**src/rtl/counter_pkg.sv**
```systemverilog
`default_nettype none
// ============================================================================
// Package     : counter_pkg
// Description : Shared constants and helpers for the up/down counter family.
//               DIR_UP / DIR_DN name the two levels of the up_dn input.
//               clog2 lets instantiators size WIDTH from a MODULUS.
// Revision    : 1.0 - initial release
// ============================================================================
package counter_pkg;

    localparam logic DIR_UP = 1'b1;
    localparam logic DIR_DN = 1'b0;

    // Number of bits needed to hold the values 0..value-1. Never returns less
    // than 1, so a modulus of 1 or 2 still yields a usable one-bit counter.
    function automatic int clog2(input longint unsigned value);
        longint unsigned v;
        int              bits;
        v    = (value > 64'd1) ? value - 64'd1 : 64'd0;
        bits = 0;
        for (int i = 0; i < 64; i++) begin
            if ((v >> i) != 64'd0) begin
                bits = i + 1;
            end
        end
        return (bits < 1) ? 1 : bits;
    endfunction

endpackage : counter_pkg
`default_nettype wire

```
**src/rtl/mod_step.sv**
```systemverilog
`default_nettype none
// ============================================================================
// Module      : mod_step
// Description : Purely combinational modulo-N step. Given the current count
//               and direction it produces the next count and a flag that is
//               set when the step wraps around the ends of the range.
// Ports       : q         in  WIDTH  current count
//               up_dn     in  1      1 = count up, 0 = count down
//               next_q    out WIDTH  count after one step
//               wrap_next out 1      step wraps (MODULUS-1 -> 0 or 0 -> MODULUS-1)
// Revision    : 1.0 - initial release
// ============================================================================
module mod_step
    import counter_pkg::*;
#(
    parameter int     WIDTH   = 4,
    parameter longint MODULUS = 16
) (
    input  logic [WIDTH-1:0] q,
    input  logic             up_dn,
    output logic [WIDTH-1:0] next_q,
    output logic             wrap_next
);

    // Terminal value held one bit wider than the count so that a full-range
    // modulus (2**WIDTH) is representable without truncation.
    localparam longint         C_MAX_L = MODULUS - 64'sd1;
    localparam logic [WIDTH:0] C_MAX   = C_MAX_L[WIDTH:0];

    logic [WIDTH:0] w_q_ext;
    logic [WIDTH:0] w_next_ext;
    logic           w_unused_msb;

    assign w_q_ext = {1'b0, q};

    always_comb begin
        w_next_ext = w_q_ext;
        wrap_next  = 1'b0;
        if (up_dn == DIR_UP) begin
            if (w_q_ext == C_MAX) begin
                w_next_ext = '0;
                wrap_next  = 1'b1;
            end else begin
                w_next_ext = w_q_ext + 1'b1;
            end
        end else begin
            if (w_q_ext == '0) begin
                w_next_ext = C_MAX;
                wrap_next  = 1'b1;
            end else begin
                w_next_ext = w_q_ext - 1'b1;
            end
        end
    end

    // The explicit wrap branches keep the result inside 0..MODULUS-1, so the
    // extra top bit is always zero here.
    assign next_q       = w_next_ext[WIDTH-1:0];
    assign w_unused_msb = w_next_ext[WIDTH];

endmodule : mod_step
`default_nettype wire

```
**src/rtl/mod_updown_counter.sv**
```systemverilog
`default_nettype none
// ============================================================================
// Module      : mod_updown_counter
// Description : Synchronous modulo-N up/down counter with enable, synchronous
//               clear, parallel load with range clamping, a combinational
//               terminal count for cascading and registered wrap / load-error
//               pulses.
// Ports       : clk       in  1      rising-edge clock
//               reset     in  1      asynchronous active-high reset
//               en        in  1      count enable
//               up_dn     in  1      1 = up, 0 = down
//               clear     in  1      synchronous clear to 0 (highest priority)
//               load      in  1      synchronous parallel load
//               load_val  in  WIDTH  value to load
//               q         out WIDTH  current count
//               tc        out 1      terminal count (combinational)
//               wrap      out 1      one-cycle pulse after a counting wrap
//               load_err  out 1      one-cycle pulse after an out-of-range load
// Revision    : 1.0 - initial release
// ============================================================================
module mod_updown_counter
    import counter_pkg::*;
#(
    parameter int     WIDTH     = 4,
    parameter longint MODULUS   = 16,
    parameter longint RESET_VAL = 0
) (
    input  logic             clk,
    input  logic             reset,
    input  logic             en,
    input  logic             up_dn,
    input  logic             clear,
    input  logic             load,
    input  logic [WIDTH-1:0] load_val,
    output logic [WIDTH-1:0] q,
    output logic             tc,
    output logic             wrap,
    output logic             load_err
);

    // ------------------------------------------------------------------
    // Elaboration-time parameter checks
    // ------------------------------------------------------------------
    generate
        if (WIDTH < 1 || WIDTH > 32) begin : g_bad_width
            $error("mod_updown_counter: WIDTH must be in 1..32");
        end
        if (MODULUS < 2 || MODULUS > (64'sd1 <<< WIDTH)) begin : g_bad_modulus
            $error("mod_updown_counter: MODULUS must be in 2..2**WIDTH");
        end
        if (RESET_VAL < 0 || RESET_VAL >= MODULUS) begin : g_bad_reset_val
            $error("mod_updown_counter: RESET_VAL must be below MODULUS");
        end
    endgenerate

    localparam longint           C_MAX_L   = MODULUS - 64'sd1;
    localparam logic [WIDTH:0]   C_MAX     = C_MAX_L[WIDTH:0];
    localparam longint           C_RESET_L = RESET_VAL;
    localparam logic [WIDTH-1:0] C_RESET   = C_RESET_L[WIDTH-1:0];

    logic [WIDTH-1:0] r_q;
    logic             r_wrap;
    logic             r_load_err;

    logic [WIDTH-1:0] w_step_q;
    logic             w_step_wrap;
    logic             w_load_oor;
    logic             w_at_max;
    logic             w_at_zero;

    mod_step #(
        .WIDTH   (WIDTH),
        .MODULUS (MODULUS)
    ) u_step (
        .q         (r_q),
        .up_dn     (up_dn),
        .next_q    (w_step_q),
        .wrap_next (w_step_wrap)
    );

    // Range checks are done one bit wider so MODULUS == 2**WIDTH never
    // flags a load as out of range.
    assign w_load_oor = ({1'b0, load_val} > C_MAX);
    assign w_at_max   = ({1'b0, r_q} == C_MAX);
    assign w_at_zero  = (r_q == '0);

    // Terminal count is only meaningful when the next edge will actually
    // count, so clear and load suppress it.
    assign tc = en & ~clear & ~load & ((up_dn == DIR_UP) ? w_at_max : w_at_zero);

    always_ff @(posedge clk or posedge reset) begin
        if (reset) begin
            r_q        <= C_RESET;
            r_wrap     <= 1'b0;
            r_load_err <= 1'b0;
        end else begin
            r_wrap     <= 1'b0;
            r_load_err <= 1'b0;
            if (clear) begin
                r_q <= '0;
            end else if (load) begin
                if (w_load_oor) begin
                    r_q        <= C_MAX[WIDTH-1:0];
                    r_load_err <= 1'b1;
                end else begin
                    r_q <= load_val;
                end
            end else if (en) begin
                r_q    <= w_step_q;
                r_wrap <= w_step_wrap;
            end
        end
    end

    assign q        = r_q;
    assign wrap     = r_wrap;
    assign load_err = r_load_err;

endmodule : mod_updown_counter
`default_nettype wire

```
**config.mk**
```make
export PLATFORM = sky130hd
export DESIGN_NAME = mod_updown_counter
export DESIGN_NICKNAME = d
export VERILOG_FILES = /design/src/rtl/counter_pkg.sv /design/src/rtl/mod_step.sv /design/src/rtl/mod_updown_counter.sv
export SDC_FILE = /design/constraint.sdc
export NUM_CORES = 1
export LEC_CHECK = 0
export ABC_AREA = 1
export CAP_MARGIN = 20
export CORE_AREA = 10 10 47 49
export CTS_CLUSTER_SIZE = 14
export DETAILED_ROUTE_END_ITERATION = 6
export DIE_AREA = 0 0 57 59
export GPL_ROUTABILITY_DRIVEN = 0
export PLACE_DENSITY_LB_ADDON = 0.12
export SYNTH_ARGS = -nofsm -noshare
export SYNTH_HDL_FRONTEND = slang
export SYNTH_HIERARCHICAL = 1
export SYNTH_SLANG_ARGS = --single-unit
```
**constraint.sdc**
```tcl
create_clock -name clk -period 3.2 [get_ports clk]
set_clock_uncertainty 0.15 [all_clocks]
set_input_delay 0.64 -clock clk [delete_from_list [all_inputs] [get_ports clk]]
set_output_delay 0.64 -clock clk [all_outputs]
set_load 0.05 [all_outputs]
```
* Word-level counts from Yosys, hierarchy flattened
Index checks and enable logic that the tools add are counted.
Word-level totals: output and inout port bits 7, logic and storage cells 26, flip-flop bits (word level) 5
Operators by class: add/sub/neg operators 2, bitwise gates (word level) 5, muxes and demuxes 13, reductions and logical operators 3, equality and inequality tests 1
Operators by type and width (count):
- 2-to-1 mux 4 bit | 6
- 2-to-1 mux 1 bit | 7
- zero test 5 bit | 1
- adder 4 x 1 -> 4 bit (second input constant) | 1
- equality test 4 bit (second input constant) | 1
- zero test 4 bit | 1
- subtractor 4 x 1 -> 4 bit (second input constant) | 1
- bitwise AND 1 bit | 3
- nonzero test 3 bit | 1
- inverter 1 bit | 2

* Depth between registers and ports, before layout
depth in word-level cells 6, mapped depth 10, gate-level depth less buffers 10

* Cells and area by module
The synthesis kept the hierarchy.
By module, submodules not included:
- mod_updown_counter | cells each 49, instances 1, seq. area each 125.1 µm², area each 316.6 µm²
- mod_step | cells each 30, instances 1, seq. area each 0.0 µm², area each 163.9 µm²

* Worst setup path before layout
OpenSTA, ideal clock, no wires.
path type reg-to-output, start point reg r_q[2], in the netlist q[2], end point out tc, arrival 1684 ps, buffers on the path 0, stages on the path, launching flop included 5, required time 2410 ps, path slack 726 ps, cell sequence dfrtp_1 nand2_1 nor2_1 nor2_1 nor2_1
Between the ends: longest elaborated chain between the ends 3, elaborated cells on any way between the ends 4
RTL lines:
- start, declared | line mod_updown_counter.sv:61 | logic [WIDTH-1:0] r_q;
- start signal, assigned | line mod_updown_counter.sv:103 | r_q <= C_MAX[WIDTH-1:0];
- start signal, assigned | line mod_updown_counter.sv:106 | r_q <= load_val;
- start signal, assigned | line mod_updown_counter.sv:109 | r_q <= w_step_q;
- equality test 4 bit / zero test 4 bit (equally long branches) | line mod_updown_counter.sv:84, mod_updown_counter.sv:85
- 2-to-1 mux 1 bit * | line mod_updown_counter.sv:89 | assign tc = en & ~clear & ~load & ((up_dn == DIR_UP) ? w_at_max : w_at_zero);
- bitwise AND 1 bit * | line mod_updown_counter.sv:89
- end, declared | line mod_updown_counter.sv:36 | output logic tc,
Every way passes the cells marked *; elsewhere a longest branch is shown, timed or not.

* Final worst setup path
start point in load, end point out tc
Between the ends: longest elaborated chain between the ends 3
RTL lines:
- start, declared | line mod_updown_counter.sv:33 | input logic load,
- inverter 1 bit | line mod_updown_counter.sv:89
- bitwise AND 1 bit (2 in series) | line mod_updown_counter.sv:89
No other way between the ends.

==> results_dict.tcl <==
set metrics [dict create \
    status "complete, no violations" \
    synth-async-reset-ratio_pct 100 \
    cpPeakStageDelay_ps 530 \
    synth_area_leaders "nand2_1 29%, dfrtp_1 26%, inv_1 6.3%" \
    critPathMaxFanout 7 \
    dpl_worst_slack_ps 494 \
    yosys.area_share.simple_pct 47.7 \
    antenna-diode-count 0 \
    num_rows 14 \
    rsz0062_at_grt "no" \
    finalCritPeriodShare_pct 84.9 \
    ant_nets 0 \
    hp-class "in -> async" \
    cp.depth 5 \
    post_cts_buffers 0 \
    worst_slack_ps 484 \
    cts_buffers 3 \
    ios 17 \
    power.density_mw_per_mm2 358 \
    critPathLaunchType "input port" \
    wire_per_inst_um 10.3 \
    initial_core_util_pct 34.3 \
    avgViaCountPerCell 4.59 \
    num-nets-final 110 \
    cts_hold_buf 0 \
    antenna_found_initial 0 \
    cts.clk_slew.worst_paths_ps 40 \
    critPathKind "in -> out" \
    coreArea_mm2 0.00140 \
    synth_common_cells "37 x nand2_1, 8 x inv_1, 7 x nor2_1, 5 x dfrtp_1, 4 x nand3_1" \
    firstDrtPassIters 4 \
    portBuffers 15 \
    cts_tree "built" \
    drc 0 \
    synth-compound-area-share_pct 7.29 \
    grt_pass1_vias 464 \
    synth-seq-cells 5 \
    reg2reg_depth 10 \
    die_x_um 57 \
    syn_area_um2 480 \
    finalPower_mw 0.243 \
    syn_inst 79 \
    fp.dieArea_mm2 0.00336 \
    clk_path_buf_depth 2 \
    grt_max_degree 11 \
    slew_violations 0 \
    cts.repair.resized 0 \
    dieHeight_um 59 \
    slew_headroom_pct 66.8 \
    synth.area.mux_share_pct 0 \
    dpl_cell_area_um2 653 \
    fill_cells 159 \
    yosys.area.top_type "nand2_1" \
    yosysWarnings 6 \
    cts-root-buf "clkbuf_4" \
    cap_violations 0 \
    drt-total-wl_mm 1.16 \
    cpLargestDelayFamily "buffers and inverters" \
    syn2layout_area_growth_pct 41.4 \
    hpwl_um 948 \
    critPathSlowestCell "clkdlybuf4s50_1" \
    arrival_ps 1930 \
    clk_latency_ps 230 \
    design_area_um2 679 \
    synth.most_common_cell "nand2_1" \
    synth_edf_count 0 \
    worst_slew_pin_slew_ps 496 \
    yosysUniqueCellTypes 20 \
    vias 519 \
    synthXorXnorAreaFrac_pct 3.65 \
    path_cells "clkdlybuf4s50_1, nor3_1, nand2_1, nor2_1, buf_12" \
    drtIter0Drc 5 \
    leakage_nw 0.346 \
    cts-htree-levels 1 \
    hold_viol_final 0 \
    final-setup-viol-count 0 \
    synthAdderAreaFrac_pct 5.21 \
    synth_top_area_share_pct 28.9 \
    required_ps 2410 \
    synth_fp_nets 91 \
    r2r_slack_ps 1540 \
    avgSynthCellArea_um2 6.08 \
    grt_pass1_wl_mm 1.95 \
    synth_top_family_by_area "simple AND/OR/NAND/NOR gates" \
    endpoint_kind "output pin" \
    min_period_ps 2720 \
    drive_gt1_share_pct 10.3 \
    overflow 0 \
    max_freq_mhz 368 \
    max-vdd-ir-drop_uv 198 \
    tns_ps 0 \
    cts_sinks 5 \
    cp_num_buf_inv 2 \
    ys_dominant_reg_cell "dfrtp_1" \
    synth_seq_area_share_pct 26.0 \
    grt_usage_pct 6.76 \
]
[cell families (layout without fill, tap and decap cells)]
family | count (synthesis) | count (layout)
and+or+nand+nor | 54 | 54
buffers and inverters | 11 | 29
DFF | 5 | 5
AOI/OAI and AO/OA | 4 | 4
adders and majority gates | 2 | 2
xor gates and xnor gates | 2 | 2
other | 1 | 1
[final cells by class]
cell class | instances | area, um2 | area share (%)
repair buffers | 15 | 160 | 23.6
clock buffers | 4 | 26.3 | 3.87
multi-input cells | 63 | 310 | 45.7
well taps | 16 | 20.0 | 2.95
flip-flops and latches | 5 | 125 | 18.4
inverters | 10 | 37.5 | 5.52
[sequential cells by signal, indices dropped and copies added, names as in the netlist]
register  flops
wrap          1
q             4
[layer usage]
layer	wire length, um	GRT usage (%)	part of all wire (%)	vias to the layer above
met5	0	0	0	-
met4	0	3.02	0	0
met2	526	11.0	45	15
met3	53	1.50	4.6	0
li1	-	-	-	279
met1	583	8.26	50	225
[worst register-to-register path, cell delays in order (launching register included)]
cell and delay, ps:
dfrtp_1 500, inv_1 120, ha_1 250, a21oi_2 140
nand2_1 50, nand3_1 60, nand2_1 50, nand2_1 60
nand2_1 50, nand2_1 70, nand2_1 40
[per-stage QoR]
step	std cells	hold slack, ps	util [%]
after floorplan	79	269	-
after global placement	109	510	46.6
after detailed placement	109	516	46.6
after CTS	113	456	48.5
after global routing	113	460	48.5
final	113	455	48.5
[final timing paths]
check,from,endpoint
max in group asynchronous,reset,q[2]
setup reg to reg,q[0],q[3]
hold / removal,reset,q[0]
min in group clk,q[0],q[0]
setup / recovery,load,tc
hold reg to reg,q[0],q[0]
[report_power, final]
group	total (mW)	internal (mW)	switching (mW)
sequential	0.0810	0.0681	0.0130
combinational	0.0927	0.0386	0.0541
clock	0.0694	0.0469	0.0225
total	0.243	0.154	0.0895
[layout by cell type, fill, tap and decap left out, drive strengths merged]
cell           instances
nand2                 37
clkdlybuf4s50         14
inv                   10
nor2                   7
dfrtp                  5
nand3                  5
clkbuf                 4
a21oi                  3
nand4                  2
ha                     2
nor3                   2
and2                   1
conb                   1
buf                    1
xor2                   1
xnor2                  1
o21ai                  1
Power figures use the tool's default switching activity.
